File: src/rtl/mem_stage_if.sv
// Data-memory port between the memory-access stage (master) and the data memory (slave).
// The request side is registered in the stage; ack/rdata come back from memory.
interface mem_stage_if;
  logic        req;
  logic        we;
  logic [31:0] addr;
  logic [31:0] wdata;
  logic        ack;
  logic [31:0] rdata;

  modport master (output req, we, addr, wdata, input ack, rdata);
  modport slave  (input req, we, addr, wdata, output ack, rdata);
endinterface

File: src/rtl/mem_stage.sv
// Memory-access pipeline stage: branch resolution, load/store over a req/ack data port
// with timeout, upstream stall generation and the MEM/WB pipeline register.
module mem_stage #(
  parameter int TIMEOUT = 15
) (
  input  logic        clk,
  input  logic        rst_n,
  input  logic        branch_i,
  input  logic        mem_read_i,
  input  logic        mem_write_i,
  input  logic        reg_write_i,
  input  logic        mem_to_reg_i,
  input  logic        zero_i,
  input  logic [31:0] add_result_i,
  input  logic [31:0] alu_result_i,
  input  logic [31:0] rdata2_i,
  input  logic [4:0]  write_reg_i,
  mem_stage_if.master dmem,
  output logic        stall_o,
  output logic        pc_src_o,
  output logic [31:0] branch_target_o,
  output logic        reg_write_wb_o,
  output logic        mem_to_reg_wb_o,
  output logic [31:0] read_data_wb_o,
  output logic [31:0] alu_result_wb_o,
  output logic [4:0]  write_reg_wb_o,
  output logic        align_err_o,
  output logic        bus_err_o
);

  typedef enum logic {IDLE = 1'b0, ACCESS = 1'b1} state_e;

  typedef struct packed {
    logic        reg_write;
    logic        mem_to_reg;
    logic [31:0] read_data;
    logic [31:0] alu_result;
    logic [4:0]  write_reg;
  } wb_t;

  // Last counter value before the access is abandoned; the counter stops here.
  localparam logic [7:0] CNT_LAST = 8'(TIMEOUT - 1);

  state_e      state_q, state_d;
  logic [7:0]  cnt_q, cnt_d;
  logic        req_q, req_d;
  logic        we_q, we_d;
  logic [31:0] addr_q, addr_d;
  logic [31:0] wdata_q, wdata_d;
  wb_t         wb_q, wb_d;
  logic        align_err_q, align_err_d;
  logic        bus_err_q, bus_err_d;

  logic        mem_op;
  logic        misaligned;
  logic        stall;
  wb_t         wb_in;

  always_comb begin
    mem_op     = mem_read_i | mem_write_i;
    misaligned = mem_op & (alu_result_i[1:0] != 2'b00);
    wb_in      = '{reg_write:  reg_write_i,
                   mem_to_reg: mem_to_reg_i,
                   read_data:  32'h0,
                   alu_result: alu_result_i,
                   write_reg:  write_reg_i};
  end

  always_comb begin
    // NOTE: every signal gets a default before the case so no path leaves one
    // unassigned; a missing default here would infer a latch.
    state_d     = state_q;
    cnt_d       = cnt_q;
    req_d       = req_q;
    we_d        = we_q;
    addr_d      = addr_q;
    wdata_d     = wdata_q;
    wb_d        = wb_q;
    align_err_d = 1'b0;
    bus_err_d   = 1'b0;
    stall       = 1'b0;

    case (state_q)
      IDLE: begin
        if (mem_op && !misaligned) begin
          stall           = 1'b1;
          state_d         = ACCESS;
          req_d           = 1'b1;
          we_d            = mem_write_i;
          addr_d          = alu_result_i;
          wdata_d         = rdata2_i;
          cnt_d           = 8'd0;
          wb_d.reg_write  = 1'b0;
          wb_d.mem_to_reg = 1'b0;
        end else begin
          // Non-memory instructions pass straight through; a misaligned op is
          // retired with its register write suppressed.
          wb_d           = wb_in;
          wb_d.reg_write = reg_write_i & ~misaligned;
          align_err_d    = misaligned;
        end
      end

      ACCESS: begin
        if (dmem.ack) begin
          state_d        = IDLE;
          req_d          = 1'b0;
          wb_d           = wb_in;
          wb_d.read_data = we_q ? 32'h0 : dmem.rdata;
        end else if (cnt_q == CNT_LAST) begin
          state_d        = IDLE;
          req_d          = 1'b0;
          bus_err_d      = 1'b1;
          wb_d           = wb_in;
          wb_d.reg_write = 1'b0;
        end else begin
          stall           = 1'b1;
          cnt_d           = cnt_q + 8'd1;
          wb_d.reg_write  = 1'b0;
          wb_d.mem_to_reg = 1'b0;
        end
      end

      default: state_d = IDLE;
    endcase
  end

  always_ff @(posedge clk or negedge rst_n) begin
    if (!rst_n) begin
      state_q     <= IDLE;
      cnt_q       <= 8'd0;
      req_q       <= 1'b0;
      we_q        <= 1'b0;
      addr_q      <= 32'h0;
      wdata_q     <= 32'h0;
      wb_q        <= '0;
      align_err_q <= 1'b0;
      bus_err_q   <= 1'b0;
    end else begin
      // NOTE: non-blocking assignments make every register sample the values
      // from before the edge, independent of statement order.
      state_q     <= state_d;
      cnt_q       <= cnt_d;
      req_q       <= req_d;
      we_q        <= we_d;
      addr_q      <= addr_d;
      wdata_q     <= wdata_d;
      wb_q        <= wb_d;
      align_err_q <= align_err_d;
      bus_err_q   <= bus_err_d;
    end
  end

  // Reset gates the combinational outputs so upstream sees no stall or redirect.
  assign stall_o         = stall & rst_n;
  assign pc_src_o        = branch_i & zero_i & ~stall_o & rst_n;
  assign branch_target_o = add_result_i;

  assign dmem.req   = req_q;
  assign dmem.we    = we_q;
  assign dmem.addr  = addr_q;
  assign dmem.wdata = wdata_q;

  assign reg_write_wb_o  = wb_q.reg_write;
  assign mem_to_reg_wb_o = wb_q.mem_to_reg;
  assign read_data_wb_o  = wb_q.read_data;
  assign alu_result_wb_o = wb_q.alu_result;
  assign write_reg_wb_o  = wb_q.write_reg;
  assign align_err_o     = align_err_q;
  assign bus_err_o       = bus_err_q;

endmodule

File: src/flat_wrapper.sv
// flat-port wrapper written by rule: the top's interface ports become plain ports
module mem_stage_flat 
#(
  parameter int TIMEOUT = 15
)
  (clk, rst_n, branch_i, mem_read_i, mem_write_i, reg_write_i, mem_to_reg_i, zero_i, add_result_i, alu_result_i, rdata2_i, write_reg_i, stall_o, pc_src_o, branch_target_o, reg_write_wb_o, mem_to_reg_wb_o, read_data_wb_o, alu_result_wb_o, write_reg_wb_o, align_err_o, bus_err_o, dmem_req, dmem_we, dmem_addr, dmem_wdata, dmem_ack, dmem_rdata);
  mem_stage_if dmem_i ();
  input  logic clk;
  input  logic rst_n;
  input  logic branch_i;
  input  logic mem_read_i;
  input  logic mem_write_i;
  input  logic reg_write_i;
  input  logic mem_to_reg_i;
  input  logic zero_i;
  input  logic [31:0] add_result_i;
  input  logic [31:0] alu_result_i;
  input  logic [31:0] rdata2_i;
  input  logic [4:0] write_reg_i;
  output logic stall_o;
  output logic pc_src_o;
  output logic [31:0] branch_target_o;
  output logic reg_write_wb_o;
  output logic mem_to_reg_wb_o;
  output logic [31:0] read_data_wb_o;
  output logic [31:0] alu_result_wb_o;
  output logic [4:0] write_reg_wb_o;
  output logic align_err_o;
  output logic bus_err_o;
  output wire logic [$bits(dmem_i.req)-1:0] dmem_req;
  output wire logic [$bits(dmem_i.we)-1:0] dmem_we;
  output wire logic [$bits(dmem_i.addr)-1:0] dmem_addr;
  output wire logic [$bits(dmem_i.wdata)-1:0] dmem_wdata;
  input wire logic [$bits(dmem_i.ack)-1:0] dmem_ack;
  input wire logic [$bits(dmem_i.rdata)-1:0] dmem_rdata;
  assign dmem_req = dmem_i.req;
  assign dmem_we = dmem_i.we;
  assign dmem_addr = dmem_i.addr;
  assign dmem_wdata = dmem_i.wdata;
  assign dmem_i.ack = dmem_ack;
  assign dmem_i.rdata = dmem_rdata;
  mem_stage #(.TIMEOUT(TIMEOUT)) u_core (.clk(clk), .rst_n(rst_n), .branch_i(branch_i), .mem_read_i(mem_read_i), .mem_write_i(mem_write_i), .reg_write_i(reg_write_i), .mem_to_reg_i(mem_to_reg_i), .zero_i(zero_i), .add_result_i(add_result_i), .alu_result_i(alu_result_i), .rdata2_i(rdata2_i), .write_reg_i(write_reg_i), .dmem(dmem_i), .stall_o(stall_o), .pc_src_o(pc_src_o), .branch_target_o(branch_target_o), .reg_write_wb_o(reg_write_wb_o), .mem_to_reg_wb_o(mem_to_reg_wb_o), .read_data_wb_o(read_data_wb_o), .alu_result_wb_o(alu_result_wb_o), .write_reg_wb_o(write_reg_wb_o), .align_err_o(align_err_o), .bus_err_o(bus_err_o));
endmodule
File: config.mk
export PLATFORM = sky130hd
export DESIGN_NAME = mem_stage_flat
export DESIGN_NICKNAME = d
export VERILOG_FILES = /design/src/rtl/mem_stage_if.sv /design/src/rtl/mem_stage.sv /design/src/flat_wrapper.sv
export SDC_FILE = /design/constraint.sdc
export NUM_CORES = 1
export LEC_CHECK = 0
export BUFFER_PORTS_ARGS = -buffer_cell sky130_fd_sc_hd__buf_4
export CORE_AREA = 2 2 121 123
export CTS_CLUSTER_DIAMETER = 200
export DETAILED_ROUTE_END_ITERATION = 16
export DIE_AREA = 0 0 123 125
export PLACE_DENSITY = 0.84
export SYNTH_ARGS = -nofsm -noshare
export SYNTH_HDL_FRONTEND = slang
export SYNTH_SLANG_ARGS = --single-unit
File: constraint.sdc
create_clock -name clk -period 2.55 [get_ports clk]
set_input_delay 0.3825 -clock clk [delete_from_list [all_inputs] [get_ports clk]]
set_output_delay 0.3825 -clock clk [all_outputs]
set_load 0.01 [all_outputs]
== Yosys cells after proc, flatten, opt, wreduce, memory -nomap -nowiden ==
Index checks and enable logic that the tools add are counted.
Word-level totals
  bits of input ports: 142
  bits in read-only memories: 0
  bits in latches: 0
  output and inout port bits: 173
  flip-flop bits (word level): 148
  memory bits (writable): 0
  logic and storage cells: 61
  memories kept: 0
Cells by class
  shift-type cells: 0
  div/mod/pow operators: 0
  $mul: 0
  order comparisons: 0
  equality and inequality tests: 6
  add/subtract/negate cells: 1
  bitwise gates (word level): 10
  reduce and logical (&&, ||, !) cells: 7
  mux-type cells: 24
Operators with widths (count)
  $pmux W71 S2: 1
  $mux W69: 2
  $mux W71: 1
  $mux W32: 1
  $mux W8: 3
  $pmux W8 S2: 1
  $mux W1: 12
  $add A8 B1 Y8 const B: 1
  $eq A8 B4 Y1 const B: 1
  $and A1 B1 Y1: 6
  $ne A2 B2 Y1 const B: 3
  $reduce_and A2 Y1: 3
  $pmux W1 S2: 2
  $ne A3 B3 Y1 const B: 1
  $not A1 Y1: 3
  $reduce_and A3 Y1: 1
  $mux W2: 1
  $ne A2 B1 Y1 const B: 1
  $reduce_bool A2 Y1: 1
  $logic_and A1 B1 Y1: 1
  $logic_not A1 Y1: 1
  $or A1 B1 Y1: 1

== Longest topological paths before layout ==
Gate-level depths: netlist of the first run.
  depth after elaboration: 10
  mapped depth: 8
  gate-level depth less buffers: 7

== Least setup slack after synthesis of the first run ==
OpenSTA, ideal clock, no wires.
  path type: register -> output
  start point: reg u_core.cnt_q[0]
  end point: out stall_o
  stages on the path, launching flop included: 9
  slack: 697 ps
  buffers on the path: 1
  required time: 2168 ps
  data arrival time: 1471 ps
  cell sequence: dfrtp_1 -> inv_1 -> ha_1 -> and4b_1 -> nand3_1 -> o21ai_2 -> inv_2 -> buf_2 -> and2_1
On the way
  longest elaborated chain between the ends: 5
RTL lines
  from (decl): line mem_stage.sv:45  | logic [7:0] cnt_q, cnt_d;
  from (signal assigned): line mem_stage.sv:143  | cnt_q <= cnt_d;
  $eq A8 B4 Y1: line mem_stage.sv:110  | end else if (cnt_q == CNT_LAST) begin
  $mux W1: line mem_stage.sv:110
  $mux W1: line mem_stage.sv:105  | if (dmem.ack) begin
  $pmux W1 S2: line mem_stage.sv:83  | case (state_q)
  via u_core.stall: line mem_stage.sv:56  | logic stall;
  $and A1 B1 Y1: line mem_stage.sv:155  | assign stall_o = stall & rst_n;
  to (decl): line flat_wrapper.sv:20  | output logic stall_o;
The timed path passes the listed nets, and every way through them passes these cells.

== Final worst setup path of the first run ==
  start point: reg u_core.cnt_q[0]
  end point: out stall_o
On the way
  longest elaborated chain between the ends: 5
RTL lines (line)
  $eq A8 B4 Y1: mem_stage.sv:110
  $mux W1: mem_stage.sv:110
  $mux W1: mem_stage.sv:105
  $pmux W1 S2: mem_stage.sv:83
  $and A1 B1 Y1: mem_stage.sv:155
No other way between the ends.

==> results of run 1 <==
-- area by class of cell --
type / instances / share of cell area, %
flip-flops and latches: 148 / 44.77
repair buffers: 256 / 23.58
multi-input cells: 184 / 21.37
clock buffers: 22 / 5.854
well taps: 184 / 2.783
clock inverters: 8 / 1.498
inverters: 3 / 0.1361
-- flip-flops by register name (all words and copies together), names as in the netlist --
name / flops
u_core.bus_err_o: 1
u_core.dmem.addr: 32
u_core.reg_write_wb_o: 1
u_core.mem_to_reg_wb_o: 1
u_core.cnt_q: 8
u_core.alu_result_wb_o: 32
u_core.read_data_wb_o: 32
u_core.write_reg_wb_o: 5
u_core.dmem.wdata: 32
u_core.state_q: 1
u_core.dmem.req: 1
u_core.align_err_o: 1
u_core.dmem.we: 1
-- worst max-delay path by stage --
| stage | startpoint | to | slack (ns) | cells after the start |
|---|---|---|---|---|
| after floorplan | u_core.cnt_q[0] | stall_o | 0.70 | 8 |
| after global placement | mem_write_i | stall_o | 0.46 | 7 |
| after detailed placement | u_core.cnt_q[0] | stall_o | 0.37 | 8 |
| after CTS | u_core.cnt_q[0] | stall_o | 0.13 | 8 |
| after global routing | u_core.cnt_q[0] | stall_o | 0.02 | 8 |
| final | u_core.cnt_q[0] | stall_o | 0.15 | 8 |
-- per-layer routing --
metal  share of wire (%)  routed length (microns)  vias to the layer above  global-route usage [%]
li1                    -                        -                     1800                       -
met4                 2.8                      378                        0                   7.955
met2                  52                     7053                      163                   29.57
met5                   0                        0                        -                       0
met1                  38                     5211                     1975                   20.86
met3                 6.8                      921                       47                   6.113
-- kinds of logic after synthesis --
family	count (synthesis)	synth area share, %
AOI/OAI and AO/OA	47	6.647
xor gates and xnor gates	1	0.1501
adders and majority gates	2	0.4287
buffers and inverters	54	6.411
DFF	148	63.46
muxes	102	19.68
and+or+nand+nor	32	3.216
-- critical path, stage by stage, from the launching register on --
cell and delay [ns]:
sky130_fd_sc_hd__dfrtp_1 0.43, sky130_fd_sc_hd__inv_1 0.10, sky130_fd_sc_hd__ha_1 0.14, sky130_fd_sc_hd__and4b_1 0.21, sky130_fd_sc_hd__nand3_1 0.18, sky130_fd_sc_hd__o21ai_4 0.14
sky130_fd_sc_hd__inv_2 0.11, sky130_fd_sc_hd__and2_1 0.17, sky130_fd_sc_hd__buf_4 0.14
-- power by group through the flow --
stage          Combinational (mW)  Clock [mW]  Sequential [mW]
3_3_place_gp                 1.42           0             2.96
4_1_cts                      1.48        2.60             2.94
3_5_place_dp                 1.47           0             2.98
2_1_floorplan               0.518           0             3.11
6_report                     1.45        2.55             2.94
5_1_grt                      1.56        2.71             2.99
-- metrics by stage --
stage / hold WS (ns) / utilization (%) / power (mW) / std cells
2_1_floorplan: 0.08691 / - / 3.632 / 386
3_3_place_gp: 0.4800 / 53.85 / 4.382 / 774
3_5_place_dp: 0.4885 / 53.85 / 4.451 / 774
4_1_cts: 0.1388 / 58.24 / 7.023 / 805
5_1_grt: 0.1615 / 58.24 / 7.265 / 805
6_report: 0.08498 / 58.24 / 6.943 / 805
-- what timing repair did --
item | in CTS | in global routing
setup buffers | 1 | 0
setup endpoints to repair | 2 | 0
hold buffers | 0 | 0
resized for setup | 1 | 0
-- cell usage in the layout (no fill, tap or decap), types with 2 or more instances in the layout --
master	netlist	routed
sky130_fd_sc_hd__clkinv_2	0	2
sky130_fd_sc_hd__buf_12	0	2
sky130_fd_sc_hd__nor2b_1	2	2
sky130_fd_sc_hd__nand2_1	2	2
sky130_fd_sc_hd__nand3_1	4	4
sky130_fd_sc_hd__a31oi_1	3	3
sky130_fd_sc_hd__nor3_1	2	2
sky130_fd_sc_hd__ha_1	2	2
sky130_fd_sc_hd__nor2_1	8	7
sky130_fd_sc_hd__bufinv_16	0	3
sky130_fd_sc_hd__a22o_1	35	35
sky130_fd_sc_hd__nand2b_1	2	2
sky130_fd_sc_hd__dfrtp_1	148	148
sky130_fd_sc_hd__clkbuf_8	0	4
sky130_fd_sc_hd__a21oi_1	3	3
sky130_fd_sc_hd__buf_4	37	253
sky130_fd_sc_hd__mux2_1	4	4
sky130_fd_sc_hd__and2_1	3	3
sky130_fd_sc_hd__inv_1	2	2
sky130_fd_sc_hd__nand4_1	2	2
sky130_fd_sc_hd__and3_1	3	3
sky130_fd_sc_hd__mux2_2	98	98
sky130_fd_sc_hd__clkinvlp_4	0	2
sky130_fd_sc_hd__clkbuf_16	0	17
==> out/summary.json, run 1 <==
{
  "finish": {
    "final.fill_count": 1122,
    "summed_area_of_non_filler_cells_in_the_final_layout_sq_um": 8272,
    "antennaDiodeCount": 0,
    "area_growth_from_synthesis_to_final_layout_pct": 41.75,
    "area_taken_by_flip_flops_and_latches_sq_um": 3704,
    "num-nets-final": 754,
    "multiInputGateArea_sq_um": 1768,
    "layout-drive-gt1-share_pct": 62.32
  },
  "clock_network": {
    "tritoncts_num_sinks": 148,
    "ctsHtreeMaxLevel": 4,
    "cts_tree": "yes",
    "insertion_delay_ns": 0.41,
    "clk_pin_slew_ns": 0.05,
    "cts-root-buf": "sky130_fd_sc_hd__clkbuf_16",
    "ctsLongestPathBuffers": 2,
    "cts_made_buffers": 17
  },
  "floorplanning": {
    "fp.dieH_microns": 125,
    "floorplan.io_pins": 315,
    "core_area_sq_um": 14200,
    "start_util_pct": 41.09,
    "die_width_microns": 123,
    "die_area_sq_um": 15380,
    "std_cell_rows": 44
  },
  "synthesis": {
    "synth-seq-cells": 148,
    "synth.distinct_cells": 33,
    "synth_enable_flop_cells": 0,
    "yosysSeqAreaShare_pct": 63.46,
    "synth_commonest_cells": "sky130_fd_sc_hd__dfrtp_1 (148), sky130_fd_sc_hd__mux2_2 (98), sky130_fd_sc_hd__buf_4 (37), sky130_fd_sc_hd__a22o_1 (35)",
    "ys_dominant_reg_cell": "sky130_fd_sc_hd__dfrtp_1",
    "synth_largest_area_cell": "sky130_fd_sc_hd__dfrtp_1",
    "yosys.area.top_type_share_pct": 63.46,
    "cell_area_after_synthesis_sq_um": 5836,
    "synth.avg_cell_area_sq_um": 15.12,
    "yosysWarnings": 0,
    "postSynth.asyncResetShare_pct": 100.0,
    "synthTopCellsByArea": "sky130_fd_sc_hd__dfrtp_1 (63%), sky130_fd_sc_hd__mux2_2 (19%), sky130_fd_sc_hd__a22o_1 (5.3%)",
    "syn-num-nets": 530,
    "yosysMostFrequentCell": "sky130_fd_sc_hd__dfrtp_1",
    "syn-instance-count": 386
  },
  "power": {
    "worst_voltage_drop_across_the_vdd_grid_v": 0.0003688,
    "power.share.combinational_pct": 20.9,
    "internal_power_mw": 5.196,
    "total_switching_power_mw": 1.747,
    "power.clock.fraction_pct": 36.7,
    "share_of_total_power_in_sequential_cells_pct": 42.4,
    "power.density_nw_per_um2": 839.4,
    "cell_leakage_power_nw": 4.031,
    "sw_share_pct": 25.16
  },
  "drt": {
    "detailedRoute.firstPassIterationCount": 4,
    "final_antenna_net_count": 0,
    "detailedRoute.firstIterationViolations": 189,
    "postRouteWirelength_mm": 13.57,
    "count_of_unresolved_drc_violations_after_routing": 0,
    "via_count": 3985,
    "wire_per_inst_microns": 16.85,
    "route.detailed.vias_per_inst": 4.950
  },
  "critical_path": {
    "cp_endpoint_kind": "output pin",
    "timing.critical_path.arrival_ns": 2.01,
    "worstPathMaxFanout": 6,
    "path_class": "flip-flop to output pin",
    "critical_path.reg2reg.startpoint": "u_core.state_q",
    "rr_endpoint": "u_core.dmem.addr[9]",
    "startpoint_type": "flip-flop",
    "r2r.worst_path.cells": 3,
    "r2r_setup_slack_ns": 0.34,
    "worstPathRequired_ns": 2.17
  },
  "timing": {
    "worst_pin_slew_ns": 0.8692,
    "hold_violations": 0,
    "period_minus_slack_ns": 2.397,
    "maxSlewViolCount": 0,
    "finClkSkew_ns": 0.01205,
    "post-route-worst-setup-slack_ns": 0.1532,
    "grt_setup_unrepaired": "false",
    "worst_slew_margin_relative_to_its_limit_pct": 42.05,
    "timing.final.setup_violations": 0,
    "post-route-period-util_pct": 93.99,
    "clock.fmax_mhz": 417.2,
    "totalNegativeSetupSlack_ns": 0
  },
  "place": {
    "portBuffers": 250,
    "place_ws_ns": 0.3731,
    "placed_area_sq_um": 7649,
    "gpl_wtd_cong": 0.7998,
    "dp_hpwl_mm": 9.590
  },
  "outcome": {
    "outcome": "finished clean"
  },
  "global_routing": {
    "overflow": 0,
    "grtUsageTotal_pct": 17.86,
    "antenna_violations_before_repair": 0,
    "grt_pass1_wl_mm": 21.29,
    "grt_max_degree": 149,
    "grt_pass1_vias": 4144
  },
  "worst_hold_path": {
    "timing.hold.worst.class": "primary input to asynchronous set/reset pin"
  },
  "job": {
    "max_cap_violations": 0
  }
}
No activity file was read; power rests on OpenSTA's default activity.
==> run 2: changes to the inputs <==
--- a/config.mk
+++ b/config.mk
@@ -8,9 +8,10 @@
 export BUFFER_PORTS_ARGS = -buffer_cell sky130_fd_sc_hd__buf_4
 export CORE_AREA = 2 2 121 123
 export CTS_CLUSTER_DIAMETER = 200
+export CTS_CLUSTER_SIZE = 40
 export DETAILED_ROUTE_END_ITERATION = 16
 export DIE_AREA = 0 0 123 125
-export PLACE_DENSITY = 0.84
+export PLACE_DENSITY = 0.75
 export SYNTH_ARGS = -nofsm -noshare
 export SYNTH_HDL_FRONTEND = slang
 export SYNTH_SLANG_ARGS = --single-unit
==> out/summary.json, run 2 (same netlist as run 1, synthesis figures left out) <==
{
  "drt": {
    "wire_per_inst_microns": 16.92,
    "route.top_layer_used": "met4",
    "count_of_unresolved_drc_violations_after_routing": 0,
    "met3_wirelength_mm": 1.050,
    "postRouteWirelength_mm": 13.72,
    "final_antenna_net_count": 0,
    "detailedRoute.firstIterationViolations": 130,
    "detailroute.wirelength.met2_mm": 7.036,
    "route.detailed.vias_per_inst": 4.931,
    "wl_met1_mm": 5.265,
    "detailedRoute.firstPassIterationCount": 4,
    "via_count": 3999
  },
  "clock_network": {
    "cts_tree": "yes",
    "cts-root-buf": "sky130_fd_sc_hd__clkbuf_16",
    "tritoncts_num_sinks": 148,
    "insertion_delay_ns": 0.42,
    "cts_made_buffers": 17,
    "ctsLongestPathBuffers": 2,
    "ctsHtreeMaxLevel": 4,
    "clk_pin_slew_ns": 0.06
  },
  "timing": {
    "grt_setup_unrepaired": "false",
    "clock.fmax_mhz": 415.3,
    "hold_violations": 0,
    "period_minus_slack_ns": 2.408,
    "timing.final.setup_violations": 0,
    "post-route-period-util_pct": 94.42,
    "worst_slew_margin_relative_to_its_limit_pct": 51.72,
    "worst_pin_slew_ns": 0.7242,
    "final_hold_slack_ns": 0.1692,
    "finClkSkew_ns": 0.01192,
    "maxSlewViolCount": 0,
    "totalNegativeSetupSlack_ns": 0
  },
  "critical_path": {
    "crit_buf_inv": 3,
    "crit_path_cell_trace": "inv_1, ha_1, and4b_1, nand3_2, o21ai_4, inv_2, and2_1, buf_4",
    "startpoint_type": "flip-flop",
    "critical_path.max_stage_delay_ns": 0.43,
    "worstPathRequired_ns": 2.17,
    "cp_endpoint_kind": "output pin",
    "timing.critical_path.arrival_ns": 2.03,
    "path_class": "flip-flop to output pin",
    "crit_path_top_delay_cell": "sky130_fd_sc_hd__dfrtp_1",
    "timing.critical_path.max_delay_family": "simple AND/OR/NAND/NOR gates",
    "r2r.worst_path.cells": 8,
    "critical_path_cell_count": 8,
    "worstPathMaxFanout": 6
  },
  "floorplanning": {
    "die_width_microns": 123,
    "start_util_pct": 41.09,
    "fp.dieH_microns": 125,
    "floorplan.io_pins": 315,
    "core_area_sq_um": 14200,
    "die_area_sq_um": 15380,
    "std_cell_rows": 44
  },
  "global_routing": {
    "grt_pass1_wl_mm": 21.69,
    "grt_max_degree": 130,
    "grtUsageTotal_pct": 18.21,
    "antenna_violations_before_repair": 0,
    "overflow": 0,
    "grt_pass1_vias": 4227
  },
  "power": {
    "worst_voltage_drop_across_the_vdd_grid_v": 0.0004948,
    "power.density_nw_per_um2": 829.7,
    "report.power.total_mw": 6.910,
    "cell_leakage_power_nw": 4.056
  },
  "job": {
    "max_cap_violations": 0
  },
  "place": {
    "placed_area_sq_um": 7674,
    "dp_hpwl_mm": 9.590,
    "portBuffers": 250,
    "gpl_wtd_cong": 0.7813
  },
  "worst_hold_path": {
    "min_delay_path_depth": 2,
    "timing.hold.worst.class": "primary input to flip-flop"
  },
  "finish": {
    "final_util_pct": 58.63,
    "layout_commonest_cell": "sky130_fd_sc_hd__buf_4",
    "summed_area_of_non_filler_cells_in_the_final_layout_sq_um": 8328,
    "final.fill_count": 1165,
    "layout-drive-gt1-share_pct": 62.20,
    "area_growth_from_synthesis_to_final_layout_pct": 42.71,
    "num-nets-final": 759,
    "antennaDiodeCount": 0,
    "final_cell_mix": "sky130_fd_sc_hd__buf_4 (255), sky130_fd_sc_hd__dfrtp_1 (148), sky130_fd_sc_hd__mux2_2 (98), sky130_fd_sc_hd__a22o_1 (35), sky130_fd_sc_hd__clkbuf_16 (17)"
  },
  "outcome": {
    "outcome": "finished clean"
  }
}
[run 2: cell types whose count changed in the layout (fill, tap and decap cells not counted)]
cell | before | now
sky130_fd_sc_hd__buf_12 | 2 | 4
sky130_fd_sc_hd__buf_4 | 253 | 255
sky130_fd_sc_hd__clkbuf_1 | 1 | 4
sky130_fd_sc_hd__clkbuf_8 | 4 | 2
sky130_fd_sc_hd__clkinv_4 | 0 | 3
sky130_fd_sc_hd__clkinvlp_4 | 2 | 0
sky130_fd_sc_hd__dlygate4sd3_1 | 0 | 1
sky130_fd_sc_hd__inv_6 | 1 | 0
sky130_fd_sc_hd__nand3_1 | 4 | 3
sky130_fd_sc_hd__nand3_2 | 0 | 1
[run 2: what timing repair did]
action                                  in CTS  in global routing
hold buffers                                 1                  0
endpoints found under the setup margin       1                  2
buffers inserted                             0                  5
gates resized for setup                      1                  1
pin swaps                                    0                  0
hold endpoints to repair                    19                  0
[run 2: final cells by class]
class                   count  area, sq um  share of cell area (%)
flip-flops and latches    148         3704                   44.47
clock buffers              23        467.9                   5.619
repair buffers            261         2016                   24.20
clock inverters             8        126.4                   1.517
well taps                 184        230.2                   2.764
multi-input cells         184         1773                   21.29
inverters                   3        11.26                  0.1352
[run 2: layer usage]
layer / up-vias / GRT usage [%]
met5: - / 0
met4: 0 / 8.222
li1: 1812 / -
met3: 41 / 6.022
met1: 1982 / 21.07
met2: 164 / 30.48
[run 2: path summary, 6_finish.rpt]
path | slack [ns] | from | endpoint
min in group asynchronous | 0.46 | rst_n | u_core.read_data_wb_o[31]
min | 0.17 | dmem_ack | u_core.bus_err_o
max in group asynchronous | 1.11 | rst_n | u_core.alu_result_wb_o[29]
max | 0.14 | u_core.cnt_q[0] | stall_o
max reg2reg | 0.56 | u_core.cnt_q[0] | u_core.alu_result_wb_o[12]
min reg2reg | 0.50 | u_core.alu_result_wb_o[26] | u_core.alu_result_wb_o[26]
[run 2: through the flow]
| stage | setup WS [ns] | instances |
|---|---|---|
| CTS | 0.008343 | 806 |
| finish | 0.1423 | 811 |
| detailed placement | 0.3811 | 774 |
| floorplan | 0.6968 | 386 |
| global route | 0.04651 | 811 |
| global placement | 0.4167 | 774 |
[run 2: where the power goes]
| group | total, mW | internal (mW) | switching, mW |
|---|---|---|---|
| Sequential | 2.95 | 2.72 | 0.230 |
| Combinational | 1.46 | 0.861 | 0.601 |
| Clock | 2.50 | 1.59 | 0.912 |
| Total | 6.91 | 5.17 | 1.74 |
==> run 3: changes to the inputs <==
==> constraint.sdc (replaced) <==
create_clock -name clk -period 2.3 [get_ports clk]
set_input_delay 0.345 -clock clk [delete_from_list [all_inputs] [get_ports clk]]
set_output_delay 0.345 -clock clk [all_outputs]
set_load 0.01 [all_outputs]
==> out/summary.json, run 3 (same netlist as run 1, synthesis figures left out) <==
{
  "outcome": {
    "outcome": "finished clean"
  },
  "global_routing": {
    "overflow": 0,
    "antenna_violations_before_repair": 0,
    "grtUsageTotal_pct": 18.42,
    "grt_pass1_vias": 4293,
    "grt_max_degree": 119,
    "grt_pass1_wl_mm": 21.92
  },
  "critical_path": {
    "cp_endpoint_kind": "output pin",
    "startpoint_type": "flip-flop",
    "crit_path_top_delay_cell": "sky130_fd_sc_hd__dfrtp_1",
    "r2r.worst_path.cells": 8,
    "cp_common_cell": "sky130_fd_sc_hd__inv_2",
    "critPathLaunch": "u_core.cnt_q[0]",
    "crit_path_cell_trace": "inv_2, ha_1, and4b_1, nand3_2, o21ai_2, inv_2, and2_1, buf_4",
    "worstPathRequired_ns": 1.96,
    "path_class": "flip-flop to output pin",
    "rr_endpoint": "u_core.alu_result_wb_o[19]",
    "critical_path.reg2reg.startpoint": "u_core.cnt_q[1]",
    "critical_path.max_stage_delay_ns": 0.39,
    "timing.critical_path.arrival_ns": 1.87,
    "r2r_setup_slack_ns": 0.31,
    "worstSetupEndpoint": "stall_o",
    "worstPathMaxFanout": 6
  },
  "power": {
    "total_switching_power_mw": 1.934,
    "internal_power_mw": 5.676,
    "cell_leakage_power_nw": 4.067,
    "worst_voltage_drop_across_the_vdd_grid_v": 0.0005398,
    "share_of_total_power_in_sequential_cells_pct": 42.8,
    "power.clock.fraction_pct": 35.6,
    "sw_share_pct": 25.42,
    "power.share.combinational_pct": 21.6,
    "power.density_nw_per_um2": 911.2
  },
  "finish": {
    "area_taken_by_flip_flops_and_latches_sq_um": 3706,
    "stdcell_count": 815,
    "final.fill_count": 1146,
    "num-nets-final": 764,
    "final_util_pct": 58.80,
    "antennaDiodeCount": 0,
    "layout_commonest_cell": "sky130_fd_sc_hd__buf_4",
    "multiInputGateArea_sq_um": 1765,
    "layout-drive-gt1-share_pct": 63.39,
    "final_cell_mix": "sky130_fd_sc_hd__buf_4 (260), sky130_fd_sc_hd__dfrtp_1 (146), sky130_fd_sc_hd__mux2_2 (98), sky130_fd_sc_hd__a22o_1 (35), sky130_fd_sc_hd__clkbuf_16 (17)",
    "area_growth_from_synthesis_to_final_layout_pct": 43.12
  },
  "drt": {
    "detailedRoute.firstPassIterationCount": 4,
    "detailedRoute.firstIterationViolations": 103,
    "wire_per_inst_microns": 17.04,
    "route.detailed.vias_per_inst": 4.891,
    "final_antenna_net_count": 0,
    "via_count": 3986,
    "postRouteWirelength_mm": 13.89,
    "count_of_unresolved_drc_violations_after_routing": 0
  },
  "clock_network": {
    "tritoncts_num_sinks": 148,
    "insertion_delay_ns": 0.41,
    "ctsLongestPathBuffers": 2,
    "cts-root-buf": "sky130_fd_sc_hd__clkbuf_16",
    "cts_tree": "yes",
    "clk_pin_slew_ns": 0.06,
    "ctsHtreeMaxLevel": 4,
    "cts_made_buffers": 17
  },
  "timing": {
    "clock.fmax_mhz": 450.6,
    "maxSlewViolCount": 0,
    "hold_violations": 0,
    "worst_slew_margin_relative_to_its_limit_pct": 58.79,
    "finClkSkew_ns": 0.004557,
    "post-route-worst-setup-slack_ns": 0.08096,
    "post-route-period-util_pct": 96.48,
    "timing.final.setup_violations": 0,
    "worst_pin_slew_ns": 0.6181,
    "period_minus_slack_ns": 2.219,
    "totalNegativeSetupSlack_ns": 0,
    "final_hold_slack_ns": 0.1199
  },
  "place": {
    "placed_cells_incl_taps": 776,
    "portBuffers": 250,
    "place_ws_ns": 0.3097,
    "gpl_wtd_cong": 0.8072,
    "dp_hpwl_mm": 9.783
  },
  "job": {
    "max_cap_violations": 0
  },
  "floorplanning": {
    "core_area_sq_um": 14200,
    "fp.dieH_microns": 125,
    "start_util_pct": 41.09,
    "die_area_sq_um": 15380,
    "die_width_microns": 123,
    "floorplan.io_pins": 315,
    "std_cell_rows": 44
  },
  "worst_hold_path": {
    "timing.hold.worst.class": "primary input to flip-flop"
  }
}
-- run 3: cell count changes in the layout (fill, tap and decap cells not counted), sizes merged --
cell / previous run / this run
clkinvlp: 0 / 3
clkinv: 5 / 3
bufinv: 3 / 2
buf: 260 / 265
clkbuf: 23 / 22
-- run 3: final cells by class --
type                       count  area share [%]
sequential                   148           44.37
timing repair buffer         266           24.58
multi-input combinational    184           21.14
clock buffer                  22           5.798
tap                          184           2.757
clock inverter                 8           1.213
inverter                       3          0.1348
-- run 3: through the flow --
step	cell area [sq um]	power, mW
2_1_floorplan	5836	4.026
3_3_place_gp	7689	4.876
3_5_place_dp	7689	4.940
4_1_cts	8297	7.698
5_1_grt	8352	7.999
6_report	8352	7.610
-- run 3: metal layers --
metal	part of all wire, %	GRT usage [%]	routed length, microns	up-vias
li1	-	-	-	1815
met1	37	20.52	5161	1969
met2	52	31.36	7236	162
met3	8.3	7.117	1150	40
met4	2.5	7.487	342	0
met5	0	0	0	-
-- run 3: power groups by stage --
| stage | Clock [mW] | Sequential [mW] | Combinational [mW] |
|---|---|---|---|
| final | 2.71 | 3.26 | 1.64 |
| after global routing | 2.91 | 3.32 | 1.77 |
| after CTS | 2.78 | 3.26 | 1.66 |
| after detailed placement | 0 | 3.30 | 1.64 |
| after global placement | 0 | 3.28 | 1.60 |
| after floorplan | 0 | 3.45 | 0.575 |
-- run 3: what timing repair did --
action	in CTS	in global routing
pin swaps	0	1
buffers inserted	1	7
hold buffers	1	0
resized for setup	1	3
endpoints found under the setup margin	2	2
hold endpoints to repair	30	0
-- run 3: worst min-delay path by stage --
stage / start / cells past startpoint / endpoint / slack, ns
global route: dmem_ack / 2 / u_core.bus_err_o / 0.11
CTS: dmem_ack / 2 / u_core.bus_err_o / 0.10
finish: dmem_ack / 2 / u_core.bus_err_o / 0.12
detailed placement: rst_n / 1 / u_core.write_reg_wb_o[1] / 0.25
floorplan: rst_n / 0 / u_core.align_err_o / 0.05
global placement: rst_n / 1 / u_core.write_reg_wb_o[3] / 0.24
-- run 3: worst max-delay path: cells and delay by family, from the launching register on --
family / cells / cell delay, ns
AOI/OAI and AO/OA: 1 / 0.10
adders and majority gates: 1 / 0.14
buffers and inverters: 3 / 0.29
DFF: 1 / 0.39
and+or+nand+nor: 3 / 0.54
